===== config.mk =====
export PLATFORM = sky130hd
export DESIGN_NAME = ar_rr_arbiter_flat
export DESIGN_NICKNAME = d
export VERILOG_FILES = /design/src/rtl/ar_rr_arbiter_if.sv /design/src/rtl/ar_rr_arbiter.sv /design/src/flat_wrapper.sv
export SDC_FILE = /design/constraint.sdc
export NUM_CORES = 1
export LEC_CHECK = 0
export ABC_CLOCK_PERIOD_IN_PS = 3500
export BUFFER_PORTS_ARGS = -buffer_cell sky130_fd_sc_hd__buf_2
export CAP_MARGIN = 20
export CORE_AREA = 5 5 157 159
export CTS_CLUSTER_DIAMETER = 120
export CTS_CLUSTER_SIZE = 30
export DETAILED_ROUTE_END_ITERATION = 10
export DIE_AREA = 0 0 162 164
export PLACE_DENSITY = 0.44
export SLEW_MARGIN = 5
export SYNTH_ARGS = -nofsm -noshare
export SYNTH_HDL_FRONTEND = slang
export SYNTH_SLANG_ARGS = --single-unit

===== constraint.sdc =====
create_clock -name CLK -period 3.5 [get_ports CLK]
set_input_delay 0.35 -clock CLK [delete_from_list [all_inputs] [get_ports CLK]]
set_output_delay 0.35 -clock CLK [all_outputs]
set_load 0.02 [all_outputs]

===== src/rtl/ar_rr_arbiter_if.sv =====
// AR channel bundle between NUM_M masters and one slave AR port, plus the slave's burst-done pulse.
// The arbiter connects through the slave modport; the master modport is the upstream/downstream view.
interface ar_rr_arbiter_if #(
  parameter int NUM_M  = 4,
  parameter int DATA_W = 77
);
  logic [NUM_M*DATA_W-1:0] DATAi;
  logic [NUM_M-1:0]        VALIDi;
  logic [NUM_M-1:0]        READYi;
  logic [DATA_W-1:0]       DATAo;
  logic                    VALIDo;
  logic                    READYo;
  logic                    RDONE;

  modport slave (
    input  DATAi, VALIDi, READYo, RDONE,
    output READYi, DATAo, VALIDo
  );

  modport master (
    output DATAi, VALIDi, READYo, RDONE,
    input  READYi, DATAo, VALIDo
  );
endinterface


===== src/rtl/ar_rr_arbiter.sv =====
// Round-robin arbiter sharing one AXI4 AR slave port among NUM_M masters, capping outstanding reads.
// Define AR_ARB_OUTREG_EN for a registered output slice that cuts the READYo->READYi path.
module ar_rr_arbiter #(
  parameter int NUM_M   = 4,
  parameter int DATA_W  = 77,
  parameter int MAX_OUT = 8
) (
  input  logic                     CLK,
  input  logic                     RESETn,
  ar_rr_arbiter_if.slave           bus,
  output logic [$clog2(NUM_M)-1:0] GNT_ID,
  output logic [7:0]               OUTSTD
);

  localparam int         ID_W    = $clog2(NUM_M);
  localparam logic [7:0] MAX_CNT = 8'(MAX_OUT);

  typedef enum logic {IDLE, BUSY} state_t;

  state_t            state;
  logic [ID_W-1:0]   gnt_id;
  logic [7:0]        outstd;
  logic [DATA_W-1:0] slice_data [NUM_M];
  logic              sel_found;
  logic [ID_W-1:0]   sel_idx;
  logic [ID_W-1:0]   cand;
  logic              can_grant;
  logic              ar_hs;
  logic              cnt_dec;
`ifdef AR_ARB_OUTREG_EN
  logic [DATA_W-1:0] data_q;
`endif

  for (genvar k = 0; k < NUM_M; k++) begin : g_slice
    assign slice_data[k] = bus.DATAi[k*DATA_W +: DATA_W];
  end

  // Scan starts just after the last winner, so that winner drops to lowest priority.
  always_comb begin
    sel_found = 1'b0;
    sel_idx   = '0;
    cand      = '0;
    for (int i = 1; i <= NUM_M; i++) begin
      cand = ID_W'((int'(gnt_id) + i) % NUM_M);
      if (!sel_found && bus.VALIDi[cand]) begin
        sel_found = 1'b1;
        sel_idx   = cand;
      end
    end
  end

  assign can_grant = (state == IDLE) && sel_found && (outstd < MAX_CNT);
  assign cnt_dec   = bus.RDONE && (outstd != 8'd0);

`ifdef AR_ARB_OUTREG_EN
  assign ar_hs = (state == BUSY) && bus.READYo;
`else
  assign ar_hs = (state == BUSY) && bus.VALIDi[gnt_id] && bus.READYo;
`endif

  always_ff @(posedge CLK) begin
    if (!RESETn) begin
      state  <= IDLE;
      gnt_id <= ID_W'(NUM_M - 1);
      outstd <= 8'd0;
`ifdef AR_ARB_OUTREG_EN
      data_q <= '0;
`endif
    end else begin
      if (ar_hs && !cnt_dec && (outstd != 8'hFF)) begin
        outstd <= outstd + 8'd1;
      end else if (!ar_hs && cnt_dec) begin
        outstd <= outstd - 8'd1;
      end
      case (state)
        IDLE: begin
          if (can_grant) begin
            gnt_id <= sel_idx;
            state  <= BUSY;
`ifdef AR_ARB_OUTREG_EN
            data_q <= slice_data[sel_idx];
`endif
          end
        end
        BUSY: begin
          if (ar_hs) begin
            state <= IDLE;
          end
        end
        default: state <= IDLE;
      endcase
    end
  end

  // Outputs are gated by reset so an abandoned BUSY transaction never leaks a READYi pulse.
  always_comb begin
    bus.READYi = '0;
    bus.VALIDo = 1'b0;
`ifdef AR_ARB_OUTREG_EN
    bus.DATAo = data_q;
    if (RESETn) begin
      if (can_grant) begin
        bus.READYi[sel_idx] = 1'b1;
      end
      bus.VALIDo = (state == BUSY);
    end
`else
    bus.DATAo = (state == BUSY) ? slice_data[gnt_id] : '0;
    if (RESETn && (state == BUSY)) begin
      bus.VALIDo         = bus.VALIDi[gnt_id];
      bus.READYi[gnt_id] = bus.READYo;
    end
`endif
  end

  assign GNT_ID = gnt_id;
  assign OUTSTD = outstd;

endmodule

===== src/flat_wrapper.sv =====
// flat-port wrapper written by rule: the top's interface ports become plain ports
module ar_rr_arbiter_flat 
#(
  parameter int NUM_M   = 4,
  parameter int DATA_W  = 77,
  parameter int MAX_OUT = 8
)
  (CLK, RESETn, GNT_ID, OUTSTD, bus_DATAi, bus_VALIDi, bus_READYo, bus_RDONE, bus_READYi, bus_DATAo, bus_VALIDo);
  ar_rr_arbiter_if #(.NUM_M(NUM_M), .DATA_W(DATA_W)) bus_i ();
  input  logic CLK;
  input  logic RESETn;
  output logic [$clog2(NUM_M)-1:0] GNT_ID;
  output logic [7:0] OUTSTD;
  input wire logic [$bits(bus_i.DATAi)-1:0] bus_DATAi;
  input wire logic [$bits(bus_i.VALIDi)-1:0] bus_VALIDi;
  input wire logic [$bits(bus_i.READYo)-1:0] bus_READYo;
  input wire logic [$bits(bus_i.RDONE)-1:0] bus_RDONE;
  output wire logic [$bits(bus_i.READYi)-1:0] bus_READYi;
  output wire logic [$bits(bus_i.DATAo)-1:0] bus_DATAo;
  output wire logic [$bits(bus_i.VALIDo)-1:0] bus_VALIDo;
  assign bus_i.DATAi = bus_DATAi;
  assign bus_i.VALIDi = bus_VALIDi;
  assign bus_i.READYo = bus_READYo;
  assign bus_i.RDONE = bus_RDONE;
  assign bus_READYi = bus_i.READYi;
  assign bus_DATAo = bus_i.DATAo;
  assign bus_VALIDo = bus_i.VALIDo;
  ar_rr_arbiter #(.NUM_M(NUM_M), .DATA_W(DATA_W), .MAX_OUT(MAX_OUT)) u_core (.CLK(CLK), .RESETn(RESETn), .bus(bus_i), .GNT_ID(GNT_ID), .OUTSTD(OUTSTD));
endmodule

==> summary.txt, run 1 <==
Power and ir drop
  • Leak: 3.00 nW
  • Power Density: 528 nW/um^2
  • VDD IR max: 0.371 mV
  • Clk pwr share: 6.9%
  • Sw Pwr: 1.51 mW
  • Switching share of power: 49.6%
  • Pint: 1.53 mW
  • Combinational share of power: 85.6%
  • Sequential fraction of design power: 7.5%
  • Power Total: 3.04 mW

Floorplan
  • Boundary Pins: 408
  • Initial Utilization: 14.5%
  • Core ar.: 23,100 sq um
  • Die Wd: 162 um
  • Die height: 164 um
  • Num rows: 56
  • Die area: 26,600 sq um

Critical path
  • CP max stage cell: or4_4
  • CP arrival: 3380 ps
  • Worst path max stage delay: 560 ps
  • Worst-path cell chain: or4_4 > o31a_1 > nand2b_1 > ha_1 > o211ai_1 > o211ai_1 > nand2_1 > or3b_1 > o211ai_1
  • Critical path launch point type: flop
  • Crit Path Category: flop to flop
  • CP bufs+invs: 0
  • Worst Setup End Kind: flop
  • Top delay family on crit path: simple AND/OR/NAND/NOR gates
  • Max Fanout on Critical Path: 10
  • Most used cell, CP: o211ai_1
  • Worst Path Required: 3660 ps

Timing
  • FMAX: 310 MHz
  • Setup TNS: 0 ps
  • Tcrit/Tclk final: 92.2%
  • RSZ-0062 raised after global routing: false
  • Fin. max-slew vios: 0
  • Slew HR: 39.9%
  • Minimum clock period: 3230 ps
  • Slew @ Worst Pin: 901 ps
  • Final setup fails: 0
  • Fin. Hold Viols: 0
  • Worst Skew: 4.57 ps

Global route
  • Total GRT Usage: 13.3%
  • Global-route wire length before repair: 27.7 mm
  • Grt total ovfl: 0
  • Largest net degree at the start of global routing: 82
  • Vias in the first global route: 4,348
  • Antenna violations before repair: 1

Clock tree
  • Root buffer cell: clkbuf_16
  • Post-CTS resize count: 0
  • Setup Buffers After CTS: 0
  • Sinks on Clock Net: 11
  • Hold Buf Count CTS: 0
  • Total CTS buffers: 3
  • Latest clock arrival within the worst-skew pair: 240 ps
  • CTS H-Tree Depth: 1
  • Max Buffers Root-to-Sink: 2
  • CTS tree: built
  • Clk pin slew, worst setup/hold paths: 40 ps

Yosys
  • Post-synth ARST share: 0%
  • Compound-gate portion of the synthesized area: 6.59%
  • Sequential-to-total area share from yosys stat: 6.55%
  • #FFs+latches synth: 11
  • Post-synthesis simple-gate area fraction: 20.5%
  • Synth warn: 0
  • Mapped cell area: 3360 sq um
  • Post-synthesis mux area share: 56.0%
  • Syn_area_per_cell: 11.3 sq um
  • Synthesized instance count: 297
  • Number of distinct library cells after synthesis: 41
  • Ys flop type: dfxtp_1
  • Largest family of logic cells by synthesized area: multiplexers
  • Post-synthesis xor/xnor area fraction: 1.82%
  • Number of flops mapped to enable cells by yosys: 0
  • Syn Nets: 625
  • Adder-cell share of the synthesized area: 4.69%

Run
  • Max-cap violations: 0

Cells and area
  • Sequential cell area: 229 sq um
  • Filler cells: 2,567
  • Antenna diodes: 0
  • Total Nets Final: 1,014
  • Area growth, synth to finish: 71.6%
  • Share of cells above drive strength 1: 73.4%
  • Area of the multi-input gates: 3010 sq um
  • Most frequent cells in the layout: buf_2 (407), mux4_2 (81), and2_1 (78)
  • Leading cell type in the layout, fill and taps excluded: buf_2

Place
  • GP Congestion: 0.838
  • Detail Placement HPWL: 17.0 mm
  • Port bufs: 407

Run status
  • Status: finished, final reports clean

Routing
  • Via/cell ratio: 4.36
  • Drt first-iter violations: 264
  • Final ANT Viol Nets: 0
  • DRC: 0
  • Final WL: 19.7 mm
  • Vias post-DR: 4,249
  • First-pass DRT Iterations: 4
  • Routed WL per cell: 20.2 um

Min path
  • HP Class: input pin to flop
## layout make-up
class	instances	area share, %
clock buffers	4	1.37
inverters	3	0.195
multi-input cells	255	52.2
repair buffers	412	36.0
well taps	290	6.29
flip-flops and latches	11	3.97
## power by group through the flow
stage | clock network (mW) | logic [mW] | registers (mW)
3_5_place_dp | 0 | 2.63 | 0.229
6_report | 0.209 | 2.61 | 0.228
5_1_grt | 0.220 | 2.83 | 0.238
2_1_floorplan | 0 | 1.80 | 0.260
4_1_cts | 0.215 | 2.65 | 0.228
3_3_place_gp | 0 | 2.64 | 0.228
## layer usage
metal	global-route usage [%]	part of all wire [%]	vias up
li1	-	-	1968
met5	0	0.066	-
met4	0.923	0.65	2
met2	23.9	52	181
met3	2.56	6.9	8
met1	17.5	41	2090
## stage by stage
stage	instance area [sq um]	setup WS (ps)	hold WS, ps	instances	util, %
2_1_floorplan	3360	498	564	297	-
3_3_place_gp	5690	391	506	971	24.6
3_5_place_dp	5690	348	530	971	24.6
4_1_cts	5770	280	417	975	24.9
5_1_grt	5770	113	444	975	24.9
6_report	5770	272	415	975	24.9
## cells by family after synthesis
group,Yosys count
AND/OR/NAND/NOR,118
multiplexers,86
AO/OA/AOI/OAI,32
buffers and inverters,31
adder cells (fa/ha/maj),12
flip-flops,11
XOR/XNOR,7
## final timing paths
kind                                       start          endpoint  slack (ps)  cells past startpoint
worst min register to register  u_core.OUTSTD[6]  u_core.OUTSTD[6]         540                      2
worst min-delay path                      RESETn  u_core.GNT_ID[0]         420                      2
worst max-delay path            u_core.OUTSTD[5]  u_core.OUTSTD[7]         270                      9
worst max register to register  u_core.OUTSTD[5]  u_core.OUTSTD[7]         270                      9
## synth_stat cells, types with 2 or more instances
library cell,n,share of area [%]
buf_2,9,1.3
nand2b_1,2,0.37
nand3_1,4,0.60
ha_1,11,4.1
o21ai_0,5,0.74
nand2_1,10,1.1
xnor2_1,5,1.3
mux2i_1,3,0.89
o211ai_1,3,0.67
mux4_2,81,54
nor3_1,2,0.30
nand4_1,2,0.37
inv_1,3,0.34
clkbuf_1,16,1.8
o21bai_1,2,0.45
a211oi_1,2,0.45
and3_1,5,0.93
a21oi_1,8,1.2
a21o_1,2,0.45
xor2_1,2,0.52
buf_1,2,0.22
and2_1,78,15
or3_1,2,0.37
a221oi_1,2,0.52
dfxtp_1,11,6.6
nor2_1,10,1.1
## worst reg2reg max path: stages, from the launching register on
cell	delay, ps
dfxtp_1	370
or4_4	560
o31a_1	380
nand2b_1	370
ha_1	470
o211ai_1	130
o211ai_1	280
nand2_1	120
or3b_1	380
o211ai_1	90
## flip-flops by register name, summed over array words and instances (netlist names)
register / flops
u_core.GNT_ID: 2
u_core.OUTSTD: 8
u_core.state: 1
Note: power is estimated with default switching activity, not from simulation.
==> run 2, diff against run 1 <==
--- a/config.mk
+++ b/config.mk
@@ -13,6 +13,7 @@
 export CTS_CLUSTER_SIZE = 30
 export DETAILED_ROUTE_END_ITERATION = 10
 export DIE_AREA = 0 0 162 164
+export GPL_TIMING_DRIVEN = 0
 export PLACE_DENSITY = 0.44
 export SLEW_MARGIN = 5
 export SYNTH_ARGS = -nofsm -noshare
==> run 2 against run 1 <==
Sequential cell count did not move; sequential power increased by 13%; non-clock buffer count increased by 22; utilization increased by 0.31 points; clock skew shrank 3.4 ps.
==> summary.txt, run 2 (same netlist as run 1, synthesis figures left out) <==
Global route
  • Grt total ovfl: 0 (unchanged)
  • Global-route wire length before repair: 29.1 mm (+5.0%)
  • Largest net degree at the start of global routing: 11 (-87%)
  • Vias in the first global route: 4,554 (+4.7%)
  • Total GRT Usage: 14.3% (+0.99 points)
  • Antenna violations before repair: 2 (+1)

Timing
  • FMAX: 304 MHz (-2.0%)
  • Final setup fails: 0 (unchanged)
  • RSZ-0062 raised after global routing: false
  • Tcrit/Tclk final: 94.1% (+1.9 points)
  • Slew HR: 54.2% (+14 points)
  • Minimum clock period: 3290 ps (+65.9 ps)
  • Slew @ Worst Pin: 687 ps (-215 ps)
  • Fin. max-slew vios: 0 (unchanged)
  • Fin. Hold Viols: 0 (unchanged)
  • Min Hold Slack: 505 ps (+90.3 ps)
  • Worst Skew: 1.19 ps (-3.38 ps)

Critical path
  • Max Fanout on Critical Path: 10 (unchanged)
  • Most used cell, CP: clkbuf_2
  • Crit Path Category: flop to flop
  • Worst reg-to-reg path cell count: 9 (unchanged)
  • Worst Setup End Kind: flop
  • CP max stage cell: clkbuf_2
  • CP arrival: 3420 ps (+40 ps)
  • Critical path launch point type: flop
  • Critical path origin: u_core.GNT_ID[1]
  • R2R Path Start: u_core.GNT_ID[1]
  • Worst Path Required: 3620 ps (-40 ps)
  • RR Endpoint: u_core.GNT_ID[1]
  • Worst-path cell chain: clkbuf_2 > clkbuf_2 > buf_2 > inv_1 > ha_1 > mux4_2 > nor2_1 > mux2_2 > a221o_1
  • CP bufs+invs: 4 (+4)
  • R2R Setup Slk: 210 ps (-70 ps)
  • Worst path max stage delay: 420 ps (-140 ps)
  • Top delay family on crit path: buffers and inverters

Run
  • Max-cap violations: 0 (unchanged)

Min path
  • Depth of the worst hold-timing path: 3 (+1)
  • Hold Crit Start: RESETn
  • HP Class: input pin to flop
  • Worst min-delay path endpoint: u_core.OUTSTD[0]

Cells and area
  • Leading cell type in the layout, fill and taps excluded: buf_2
  • Antenna diodes: 0 (unchanged)
  • Area growth, synth to finish: 73.7%
  • Total Nets Final: 1,036 (+2.2%)
  • Most frequent cells in the layout: buf_2 (416), mux4_2 (81), and2_1 (78)
  • Max reg flops: 8 (unchanged)
  • Share of cells above drive strength 1: 71.7% (-1.7 points)

Floorplan
  • Num rows: 56 (unchanged)
  • Die Wd: 162 um (unchanged)
  • Die height: 164 um (unchanged)
  • Initial Utilization: 14.5% (unchanged)
  • Core ar.: 23,100 sq um (unchanged)
  • Die area: 26,600 sq um (unchanged)
  • Boundary Pins: 408 (unchanged)

Power and ir drop
  • VDD IR max: 0.310 mV (-16%)
  • Power Total: 3.12 mW (+2.6%)
  • Power Density: 535 nW/um^2 (+1.3%)
  • Leak: 3.03 nW (+1.1%)

Clock tree
  • Max Buffers Root-to-Sink: 2 (unchanged)
  • Hold Buf Count CTS: 0 (unchanged)
  • Latest clock arrival within the worst-skew pair: 230 ps (about the same)
  • CTS tree: built
  • CTS H-Tree Depth: 1 (unchanged)
  • Root buffer cell: clkbuf_16
  • Total CTS buffers: 3 (unchanged)
  • Setup Buffers After CTS: 0 (unchanged)
  • Sinks on Clock Net: 11 (unchanged)
  • Clk pin slew, worst setup/hold paths: 40 ps (about the same)

Routing
  • Final ANT Viol Nets: 0 (unchanged)
  • Met1 wire length: 8.55 mm (+6.9%)
  • Final WL: 21.1 mm (+6.7%)
  • First-pass DRT Iterations: 4 (unchanged)
  • DRC: 0 (unchanged)
  • Routed WL per cell: 21.1 um (+4.3%)
  • Drt first-iter violations: 212 (-20%)
  • Top sig layer: met5
  • Met2 routed WL: 10.8 mm (+5.8%)
  • Via/cell ratio: 4.39 (+0.76%)
  • DR WL met3: 1.38 mm (+1.9%)
  • Vias post-DR: 4,378 (+3.0%)

Place
  • Port bufs: 407 (unchanged)
  • GP Congestion: 0.858 (+2.4%)
  • Detail Placement HPWL: 18.6 mm (+9.6%)

Run status
  • Status: finished, final reports clean
run 2: area by class of cell:
type                       instances  area (sq um)
sequential                        11           220
clock buffer                       4          78.8
multi-input combinational        255          3010
buffer                            27           119
timing repair buffer             407          2040
inverter                           3          11.3
fill                            2553         17300
tap                              290           363
run 2: how the worst max path moves through the flow:
stage,end,slack (ps),cells past startpoint
global route,u_core.GNT_ID[1],0.3,9
floorplan,u_core.GNT_ID[1],500,9
CTS,u_core.OUTSTD[7],130,10
detailed placement,u_core.GNT_ID[1],-430,9
global placement,u_core.GNT_ID[1],-480,9
finish,u_core.GNT_ID[1],210,9
run 2: power breakdown:
| group | switching (mW) | total, mW | internal (mW) |
|---|---|---|---|
| Sequential | 0.0887 | 0.257 | 0.168 |
| Clock | 0.0542 | 0.207 | 0.153 |
| Combinational | 1.42 | 2.66 | 1.23 |
run 2: what timing repair did:
item | in CTS | in global routing
gates resized for setup | 2 | 0
gates cloned | 0 | 0
setup endpoints to repair | 3 | 2
run 2: worst min-delay path, delay by kind of cell:
kind / cells / cell delay [ps]
buf+inv: 2 / 230
simple gates: 1 / 120
run 2: metal layers:
layer | vias to the layer above | GRT usage (%)
met5 | - | 0
met4 | 4 | 2.00
met3 | 14 | 2.63
met2 | 178 | 25.4
met1 | 2172 | 18.7
li1 | 2010 | -
run 2: per-stage QoR:
step | setup slack, ps | util, % | cell area, sq um | instances | TNS [ps]
3_3_place_gp | -475 | 24.9 | 5760 | 994 | -1090
3_5_place_dp | -425 | 24.9 | 5760 | 994 | -925
2_1_floorplan | 498 | - | 3360 | 297 | 0
4_1_cts | 127 | 25.3 | 5840 | 998 | 0
5_1_grt | 0.298 | 25.2 | 5840 | 997 | 0
6_report | 206 | 25.2 | 5840 | 997 | 0
==> run 3, diff against run 2 <==
--- a/config.mk
+++ b/config.mk
@@ -15,6 +15,7 @@
 export DIE_AREA = 0 0 162 164
 export GPL_TIMING_DRIVEN = 0
 export PLACE_DENSITY = 0.44
+export SKIP_LAST_GASP = 1
 export SLEW_MARGIN = 5
 export SYNTH_ARGS = -nofsm -noshare
 export SYNTH_HDL_FRONTEND = slang
==> constraint.sdc (replaced) <==
create_clock -name CLK -period 3.5 [get_ports CLK]
set_input_delay 1.05 -clock CLK [delete_from_list [all_inputs] [get_ports CLK]]
set_output_delay 1.05 -clock CLK [all_outputs]
set_load 0.02 [all_outputs]
==> run 3 against run 2 <==
Via count about the same; sequential share of layout area hardly changed; sequential power barely moved; largest cell class unchanged; maximum frequency shrank 1.6%; worst setup slack worse by 52 ps; utilization up 0.12 points; non-clock buffer count unchanged; power is 0.55% higher.
==> summary.txt, run 3 (same netlist as run 1, synthesis figures left out) <==
Cells and area
  • Area growth, synth to finish: 74.5%
  • Max reg flops: 8 (unchanged)
  • Area of the multi-input gates: 3010 sq um (about the same)
  • Final instance area: 5870 sq um (+0.47%)
  • Core Util, Final: 25.4% (+0.12 points)
  • Leading cell type in the layout, fill and taps excluded: buf_2
  • Sequential cell area: 220 sq um (unchanged)
  • Most frequent cells in the layout: buf_2 (408), mux4_2 (81), and2_1 (78)
  • Filler cells: 2,549 (-0.16%)
  • Antenna diodes: 0 (unchanged)
  • Share of cells above drive strength 1: 71.9% (+0.14 points)
  • Total Nets Final: 1,036 (unchanged)

Clock tree
  • Root buffer cell: clkbuf_16
  • Latest clock arrival within the worst-skew pair: 240 ps (about the same)
  • Clk pin slew, worst setup/hold paths: 40 ps (about the same)
  • Total CTS buffers: 3 (unchanged)
  • Max Buffers Root-to-Sink: 2 (unchanged)
  • Sinks on Clock Net: 11 (unchanged)
  • CTS H-Tree Depth: 1 (unchanged)
  • Setup Buffers After CTS: 0 (unchanged)
  • CTS tree: built

Floorplan
  • Boundary Pins: 408 (unchanged)
  • Initial Utilization: 14.5% (unchanged)
  • Die height: 164 um (unchanged)
  • Die area: 26,600 sq um (unchanged)
  • Num rows: 56 (unchanged)
  • Core ar.: 23,100 sq um (unchanged)
  • Die Wd: 162 um (unchanged)

Power and ir drop
  • Leak: 3.04 nW (+0.49%)
  • VDD IR max: 0.311 mV (+0.41%)
  • Switching share of power: 49.9% (-0.26 points)
  • Power Density: 535 nW/um^2 (about the same)
  • Sequential fraction of design power: 8.2% (about the same)
  • Pint: 1.57 mW (+1.1%)
  • Power Total: 3.14 mW (+0.55%)
  • Sw Pwr: 1.57 mW (about the same)
  • Combinational share of power: 85.2% (about the same)
  • Clk pwr share: 6.6% (about the same)

Timing
  • Fin. Hold Viols: 0 (unchanged)
  • Fin. max-slew vios: 0 (unchanged)
  • Min setup slack post-route: 154 ps (-52.0 ps)
  • Final setup fails: 0 (unchanged)
  • Minimum clock period: 3350 ps (+52.0 ps)
  • Slew @ Worst Pin: 686 ps (-0.889 ps)
  • FMAX: 299 MHz (-1.6%)
  • Worst Skew: 1.22 ps (+0.0285 ps)
  • Slew HR: 54.3% (+0.059 points)
  • RSZ-0062 raised after global routing: false
  • Tcrit/Tclk final: 95.6% (+1.5 points)
  • Min Hold Slack: 531 ps (+25.9 ps)

Critical path
  • Worst path max stage delay: 540 ps (+120 ps)
  • CP max stage cell: mux4_2
  • Max Fanout on Critical Path: 10 (unchanged)
  • Worst Setup End Kind: primary output
  • Worst Path Required: 2450 ps (-1170 ps)
  • CP bufs+invs: 3 (-1)
  • Top delay family on crit path: buffers and inverters
  • Crit Path Category: flop to primary output
  • CP arrival: 2300 ps (-1120 ps)
  • Most used cell, CP: clkbuf_4
  • Worst-path cell chain: clkbuf_4 > clkbuf_4 > mux4_2 > and2_1 > buf_2
  • Critical path launch point type: flop

Place
  • Dpl ws: -425 ps (unchanged)
  • Placed Area: 5760 sq um (unchanged)
  • Port bufs: 407 (unchanged)
  • Detail Placement HPWL: 18.6 mm (unchanged)
  • GP Congestion: 0.858 (unchanged)

Run status
  • Status: finished, final reports clean

Global route
  • Grt total ovfl: 0 (unchanged)
  • Antenna violations before repair: 2 (unchanged)
  • Vias in the first global route: 4,554 (unchanged)
  • Global-route wire length before repair: 29.1 mm (unchanged)
  • Largest net degree at the start of global routing: 11 (unchanged)
  • Total GRT Usage: 14.3% (unchanged)

Routing
  • Routed WL per cell: 21.1 um (about the same)
  • Drt first-iter violations: 210 (-0.94%)
  • Vias post-DR: 4,382 (+0.091%)
  • First-pass DRT Iterations: 4 (unchanged)
  • Via/cell ratio: 4.40 (about the same)
  • Final WL: 21.0 mm (about the same)
  • DRC: 0 (unchanged)
  • Final ANT Viol Nets: 0 (unchanged)

Run
  • Max-cap violations: 0 (unchanged)

Min path
  • HP Class: flop to flop
==> run 3: per-layer routing <==
layer / share of wire (%) / GRT usage [%]
met5: 0.13 / 0
met3: 6.4 / 2.63
met2: 51 / 25.4
met1: 41 / 18.7
met4: 1.2 / 2.00
==> run 3: final timing paths <==
kind                            slack (ps)  cells past startpoint                to              from
worst max-delay path                   150                      5     bus_DATAo[62]  u_core.GNT_ID[0]
worst min-delay path                   530                      2  u_core.OUTSTD[6]  u_core.OUTSTD[6]
worst max register to register         380                      9  u_core.OUTSTD[7]  u_core.OUTSTD[5]
worst min register to register         530                      2  u_core.OUTSTD[6]  u_core.OUTSTD[6]
==> run 3: worst min-delay path, stage by stage, from the launching register on <==
cell and delay (ps):
dfxtp_1 340, nand3_1 80, o31ai_1 60
==> run 3: power by group through the flow <==
stage	Sequential, mW	Clock (mW)	Combinational [mW]
global route	0.275	0.223	2.90
finish	0.256	0.207	2.68
detailed placement	0.233	0	2.71
floorplan	0.260	0	1.80
CTS	0.232	0.213	2.73
global placement	0.234	0	2.72
==> run 3: cell type report <==
class	count	area share [%]
plain buffers	27	2.45
well taps	290	6.19
inverters	3	0.192
flip-flops and latches	11	3.75
multi-input cells	255	51.3
clock buffers	4	1.34
repair buffers	407	34.7
==> run 3: timing repair <==
item                       4_1_cts  5_1_grt
setup endpoints to repair       82       62
hold buffers                     0        0
gates resized for setup          4       11
==> run 3: metrics by stage <==
| step | std cells | setup TNS [ps] |
|---|---|---|
| final | 997 | 0 |
| after global routing | 997 | 0 |
| after CTS | 998 | -430 |
| after detailed placement | 994 | -4890 |
| after global placement | 994 | -6140 |
| after floorplan | 297 | 0 |
